<file path="src/rtl/mul_feed_pkg.sv">
// Shared types for the 8x8 multiplier feed sequencer.
package mul_feed_pkg;
    localparam int OPND_W = 8;
    localparam int PROD_W = 16;

    typedef struct packed {
        logic [OPND_W-1:0] a;
        logic [OPND_W-1:0] b;
        logic              clr;
    } opnd_t;

    typedef enum logic [1:0] {
        ST_IDLE,
        ST_RUN,
        ST_STALL
    } state_t;
endpackage

</file>
<file path="src/rtl/mul_feed_fifo.sv">
// Small synchronous operand FIFO (power-of-2 depth) with full/empty/count.
module mul_feed_fifo
    import mul_feed_pkg::*;
#(
    parameter int DEPTH = 2,
    localparam int AW = $clog2(DEPTH),
    localparam int CW = AW + 1
) (
    input  logic          clk,
    input  logic          rst_n,
    input  logic          push,
    input  opnd_t         wdata,
    input  logic          pop,
    output opnd_t         rdata,
    output logic          full,
    output logic          empty,
    output logic [CW-1:0] count
);
    opnd_t          mem [DEPTH];
    logic [AW-1:0]  wptr, rptr;

    always_ff @(posedge clk or negedge rst_n) begin
        if (!rst_n) begin
            wptr  <= '0;
            rptr  <= '0;
            count <= '0;
        end else begin
            if (push) wptr <= wptr + AW'(1);
            if (pop)  rptr <= rptr + AW'(1);
            case ({push, pop})
                2'b10:   count <= count + CW'(1);
                2'b01:   count <= count - CW'(1);
                default: ;
            endcase
        end
    end

    // Storage needs no reset; pointers/count define what is valid.
    always_ff @(posedge clk) begin
        if (push) mem[wptr] <= wdata;
    end

    assign rdata = mem[rptr];
    assign full  = (count == CW'(DEPTH));
    assign empty = (count == '0);
endmodule

</file>
<file path="src/rtl/mul_feed_seq.sv">
// Feeds a free-running 9-cycle shift-add multiplier and collects its products.
// Optional MUL_FEED_ACCUM_EN: accumulate products into an ACC_W-bit register.
module mul_feed_seq
    import mul_feed_pkg::*;
#(
    parameter int MUL_PERIOD = 9,
    parameter int CAP_PH     = 0,
    parameter int IN_DEPTH   = 2,
    parameter int ACC_W      = 24,
`ifdef MUL_FEED_ACCUM_EN
    localparam int OUT_W     = ACC_W,
`else
    localparam int OUT_W     = PROD_W,
`endif
    localparam int PH_W      = $clog2(MUL_PERIOD),
    localparam int FC_W      = $clog2(IN_DEPTH) + 1
) (
    input  logic              clk,
    input  logic              rst_n,
    input  logic              in_valid,
    output logic              in_ready,
    input  logic [OPND_W-1:0] in_a,
    input  logic [OPND_W-1:0] in_b,
`ifdef MUL_FEED_ACCUM_EN
    input  logic              in_clr,
`endif
    output logic [OPND_W-1:0] mul_a,
    output logic [OPND_W-1:0] mul_b,
    input  logic [PROD_W-1:0] mul_o,
    output logic              out_valid,
    input  logic              out_ready,
    output logic [OUT_W-1:0]  out_p
);
    // Capture must land strictly between two issue edges.
    if (CAP_PH > MUL_PERIOD - 2 || ACC_W < PROD_W) begin : g_bad_cfg
        $error("mul_feed_seq: unsupported CAP_PH/MUL_PERIOD/ACC_W combination");
    end

    logic [PH_W-1:0]  ph;
    opnd_t            fifo_wr, fifo_head;
    logic             fifo_full, fifo_empty, push, issue, issue_edge, cap_edge, capture, pop_out;
    logic [FC_W-1:0]  fifo_cnt;
    logic             flag_cur, flag_prev;  // window being computed / window awaiting capture
    logic [1:0]       out_cnt;
    logic [2:0]       occ;
    logic [OUT_W-1:0] ob0, ob1, cap_val;
    state_t           state, state_nxt;

    assign issue_edge = (ph == PH_W'(MUL_PERIOD - 1));
    assign cap_edge   = (ph == PH_W'(CAP_PH));
    assign occ        = {1'b0, out_cnt} + {2'b0, flag_cur} + {2'b0, flag_prev};
    assign issue      = issue_edge && !fifo_empty && (occ < 3'd2);
    assign capture    = cap_edge && flag_prev;
    assign in_ready   = !fifo_full;
    assign push       = in_valid && in_ready;
    assign out_valid  = (out_cnt != 2'd0);
    assign out_p      = ob0;
    assign pop_out    = out_valid && out_ready;

    assign fifo_wr.a  = in_a;
    assign fifo_wr.b  = in_b;
`ifdef MUL_FEED_ACCUM_EN
    assign fifo_wr.clr = in_clr;
`else
    logic unused_clr;
    assign fifo_wr.clr = 1'b0;
    assign unused_clr  = fifo_head.clr;
`endif

    mul_feed_fifo #(.DEPTH(IN_DEPTH)) u_fifo (
        .clk   (clk),
        .rst_n (rst_n),
        .push  (push),
        .wdata (fifo_wr),
        .pop   (issue),
        .rdata (fifo_head),
        .full  (fifo_full),
        .empty (fifo_empty),
        .count (fifo_cnt)
    );

    always_ff @(posedge clk or negedge rst_n) begin
        if (!rst_n) begin
            ph        <= '0;
            mul_a     <= '0;
            mul_b     <= '0;
            flag_cur  <= 1'b0;
            flag_prev <= 1'b0;
        end else begin
            ph <= issue_edge ? '0 : ph + PH_W'(1);
            if (issue_edge) begin
                mul_a     <= issue ? fifo_head.a : '0;
                mul_b     <= issue ? fifo_head.b : '0;
                flag_cur  <= issue;
                flag_prev <= flag_cur;
            end else if (capture) begin
                flag_prev <= 1'b0;
            end
        end
    end

`ifdef MUL_FEED_ACCUM_EN
    logic [OUT_W-1:0] acc;
    logic             clr_cur, clr_prev;

    assign cap_val = clr_prev ? OUT_W'(mul_o) : acc + OUT_W'(mul_o);

    always_ff @(posedge clk or negedge rst_n) begin
        if (!rst_n) begin
            acc      <= '0;
            clr_cur  <= 1'b0;
            clr_prev <= 1'b0;
        end else begin
            if (issue_edge) begin
                clr_cur  <= issue && fifo_head.clr;
                clr_prev <= clr_cur;
            end
            if (capture) acc <= cap_val;
        end
    end
`else
    assign cap_val = mul_o;
`endif

    // Two-entry output buffer; ob0 is the head.
    always_ff @(posedge clk or negedge rst_n) begin
        if (!rst_n) begin
            ob0     <= '0;
            ob1     <= '0;
            out_cnt <= 2'd0;
        end else begin
            case ({capture, pop_out})
                2'b10: begin
                    if (out_cnt == 2'd0) ob0 <= cap_val;
                    else                 ob1 <= cap_val;
                    out_cnt <= out_cnt + 2'd1;
                end
                2'b01: begin
                    ob0     <= ob1;
                    out_cnt <= out_cnt - 2'd1;
                end
                2'b11: begin
                    if (out_cnt == 2'd1) ob0 <= cap_val;
                    else begin
                        ob0 <= ob1;
                        ob1 <= cap_val;
                    end
                end
                default: ;
            endcase
        end
    end

    always_ff @(posedge clk or negedge rst_n) begin
        if (!rst_n) state <= ST_IDLE;
        else        state <= state_nxt;
    end

    always_comb begin
        state_nxt = state;
        case (state)
            ST_IDLE:  if (issue) state_nxt = ST_RUN;
            ST_RUN: begin
                if (issue_edge && !fifo_empty && !issue)
                    state_nxt = ST_STALL;
                else if (fifo_cnt == '0 && !flag_cur && !flag_prev && out_cnt == 2'd0)
                    state_nxt = ST_IDLE;
            end
            ST_STALL: if (pop_out) state_nxt = ST_RUN;
            default:  state_nxt = ST_IDLE;
        endcase
    end
endmodule

</file>
<file path="config.mk">
export PLATFORM = sky130hd
export DESIGN_NAME = mul_feed_seq
export DESIGN_NICKNAME = d
export VERILOG_FILES = /design/src/rtl/mul_feed_pkg.sv /design/src/rtl/mul_feed_fifo.sv /design/src/rtl/mul_feed_seq.sv
export SDC_FILE = /design/constraint.sdc
export NUM_CORES = 1
export LEC_CHECK = 0
export CORE_MARGIN = 2
export CORE_UTILIZATION = 52
export CTS_CLUSTER_DIAMETER = 150
export CTS_CLUSTER_SIZE = 30
export DETAILED_ROUTE_END_ITERATION = 7
export PLACE_DENSITY_LB_ADDON = 0.1
export SKIP_CTS_REPAIR_TIMING = 1
export SLEW_MARGIN = 20
export SYNTH_ARGS = -nofsm -noshare
export SYNTH_HDL_FRONTEND = slang
export SYNTH_SLANG_ARGS = --single-unit
</file>
<file path="constraint.sdc">
create_clock -name clk -period 3.7 [get_ports clk]
set_clock_uncertainty 0.15 [all_clocks]
set_input_delay 0.555 -clock clk [delete_from_list [all_inputs] [get_ports clk]]
set_output_delay 0.555 -clock clk [all_outputs]
set_load 0.01 [all_outputs]
</file>
==> results by group <==
Final layout
  • NumNets Final: 411
  • Area Overhead vs Synth: 24.19%
  • Share of cells above drive strength 1: between 10 and 15%
  • Fin cells: 470
  • Most frequent cells in the layout: clkdlybuf4s50_1 (68), dfrtp_1 (60), edfxtp_1 (32)
  • Commonest non-fill, non-tap cell in the layout: clkdlybuf4s50_1
  • Final Cell Area: 0.004927 sq mm
  • Ant diodes: 0

Die
  • Die width: 91.35 microns
  • I/O pin total: 70
  • Initial Util: 54.12%
  • Die Y: 91.35 microns
  • Die area: 0.008345 sq mm
  • Rows: 31
  • Core box area: 0.007331 sq mm

Worst setup path
  • CP required: between 3 and 4 ns
  • Startpoint type of the worst setup path: flop
  • R2R depth: 9
  • Worst path slowest cell: a211o_1
  • Critical Path AT: 3.00 ns
  • CP startpoint: ph[0]
  • Crit path cell chain: inv_1, ha_1, nand4bb_1, clkinv_1, buf_4, ha_1, nor2_1, a211o_1, mux2_2
  • Setup crit end kind: flop
  • Kind of critical path: flop to flop
  • Crit-path most repeated cell: ha_1
  • Crit. path cell count: 9
  • Family with the most delay on the worst path: compound AO/OA/AOI/OAI gates
  • CP bufs+invs: 3
  • Maximum fanout along the worst path: 17
  • CP max stage delay: 0.68 ns
  • RR Startpoint: ph[0]

Power and ir drop
  • Net switching power: 1.174 mW
  • Gate power share: 35.1%
  • Clk pwr share: 17.9%
  • Sw Ratio: 33.52%
  • Pwr dens: 710.8 mW/mm^2
  • Seq pwr share: 47.1%
  • Leakage: about 2.0 nW
  • Int Pwr: about 2.3 mW
  • Peak VDD IR: 0.0003538 V

Clocking
  • Maximum buffer depth of the clock tree: 2
  • CTS clk-pin slew, worst paths: 0.09 ns
  • TritonCTS clock tree: done
  • Root Buffer Master: clkbuf_8
  • CTS Sinks: 92
  • Clk Latency, worst-skew pair: 0.35 ns
  • Total CTS buffers: 9
  • H-tree depth: 3

Route
  • WL per Instance: 16.37 microns
  • Top Layer Used: met4
  • Initial DRC count: about 100
  • Vias per cell: 5.645
  • Antenna-violating nets left: 0
  • Drt pass-1 iters: 4
  • Routed wl met2: between 3000 and 4000 microns
  • Final wirelength: 7695 microns
  • Via count: ~2,700
  • Met1 WL: 3271 microns
  • Metal3 WL: 374 microns
  • DR DRC count: 0

Synthesis
  • Post-Syn Instances: 300
  • Yosys top cell by area: dfrtp_1
  • Part of the Yosys area used for sequential elements: about 62%
  • Post-Syn Area: just under 0.004 sq mm
  • Share of the synthesized area in the top cell type: 37.84%
  • Synth Area per Inst: 13.23 sq um
  • Synth cell types: 33
  • #FFs+latches synth: 92
  • Yosys warns: 0
  • Synth top area cells: dfrtp_1 (38%), edfxtp_1 (24%), mux2i_1 (4.0%)
  • Synthesized net count: ~350

Placed design
  • Placed Area: 0.004711 sq mm
  • GPL Wtd Cong: 0.8605
  • Placed cells: 452
  • Hpwl dp: 5004 microns
  • PortBufs: 69

Global route
  • Vias in the first global route: 2,707
  • Overall routing resource usage: about a fifth
  • First-pass GRT wire length: 12,790 microns
  • Largest net degree at the start of global routing: 45
  • GR Overflow Total: 0
  • Antenna violations before repair: 0

STA
  • Max Fclk: 343.8 MHz
  • Minimum clock period: ~2.9 ns
  • Hold_ws: between 0.3 and 0.4 ns
  • Setup TNS: 0 ns
  • Final setup fails: 0
  • Slew headroom: 37.13%
  • Slew @ Worst Pin: approximately 0.94 ns
  • Final period util: between 70% and 80%
  • Hold Violations, Final: 0
  • Max-slew violations: 0
  • RSZ-0062 raised after global routing: no

Worst hold path
  • Hold Crit Depth: 1
  • Hold Path Origin: ph[0]
  • Hold crit path type: flop to flop

Status
  • Status: completed

Flow run
  • Total of max-cap violations: 0
worst paths after layout:
path	end	slack (ns)
min in group asynchronous	ob1[5]	0.47
setup / recovery	ob1[5]	0.79
max in group asynchronous	mul_a[6]	2.41
setup reg to reg	ob1[5]	0.79
hold reg to reg	ph[0]	0.34
hold / removal	ph[0]	0.34
power by group through the flow:
stage / Clock (mW) / Combinational [mW] / Sequential [mW]
global placement: 0 / 1.20 / 1.66
finish: 0.625 / 1.23 / 1.65
CTS: 0.640 / 1.23 / 1.65
global route: 0.686 / 1.34 / 1.70
detailed placement: 0 / 1.23 / 1.67
floorplan: 0 / 0.688 / 1.65
final cells by class:
cell class	count	area, sq um
sequential	92	2462
fill	535	2404
multi-input combinational	176	1348
timing repair buffer	79	783.3
clock buffer	9	123.9
tap	99	123.9
clock inverter	7	56.30
inverter	8	30.03
cells by family after synthesis:
kind of cell | synth area share, %
multiplexers | 9.523
buffers and inverters | 4.131
adder cells (fa/ha/maj) | 2.838
AO/OA/AOI/OAI | 14.92
AND/OR/NAND/NOR | 4.542
XOR/XNOR | 1.987
flip-flops | 62.06
layer usage:
metal	vias to the layer above	global-route usage, %
met4	0	7.071
met2	82	33.77
li1	1245	-
met5	-	0
met3	9	4.979
met1	1317	24.30
registers in the layout, indices dropped and copies added (netlist names):
| signal | cells |
|---|---|
| u_fifo.mem | 32 |
| ob1 | 16 |
| out_p | 16 |
| mul_a | 8 |
| mul_b | 8 |
| ph | 4 |
| out_cnt | 2 |
| u_fifo.count | 2 |
| flag_cur | 1 |
| flag_prev | 1 |
| u_fifo.rptr | 1 |
| u_fifo.wptr | 1 |
metrics by stage:
stage | power (mW) | setup WS (ns) | util (%)
after floorplan | 2.334 | 0.8984 | -
after global placement | 2.857 | 0.7430 | 64.06
after detailed placement | 2.897 | 0.7023 | 64.26
after CTS | 3.521 | 0.8096 | 66.72
after global routing | 3.721 | 0.6332 | 67.21
final | 3.502 | 0.7913 | 67.21
Yosys cell counts:
| cell type | count |
|---|---|
| dfrtp_1 | 60 |
| edfxtp_1 | 32 |
| nand2_1 | 23 |
| o21ai_0 | 18 |
| a211oi_1 | 17 |
| o211ai_1 | 17 |
| a31oi_1 | 16 |
| mux2i_1 | 16 |
| o31ai_1 | 16 |
| clkbuf_1 | 11 |
| buf_2 | 10 |
| mux2_4 | 10 |
| ha_1 | 9 |
| xnor2_1 | 8 |
| inv_1 | 6 |
| mux2_2 | 6 |
| nor2_1 | 5 |
| nand2b_1 | 3 |
| buf_6 | 2 |
| o21ai_1 | 2 |
| a211o_1 | 1 |
| a21o_1 | 1 |
| and2_4 | 1 |
| and3_1 | 1 |
| and3b_1 | 1 |
| buf_12 | 1 |
| clkinv_1 | 1 |
| inv_2 | 1 |
| nand3b_1 | 1 |
| nand4bb_1 | 1 |
| nor2b_1 | 1 |
| nor3b_1 | 1 |
| xor2_1 | 1 |
No activity file was read; power rests on OpenSTA's default activity.
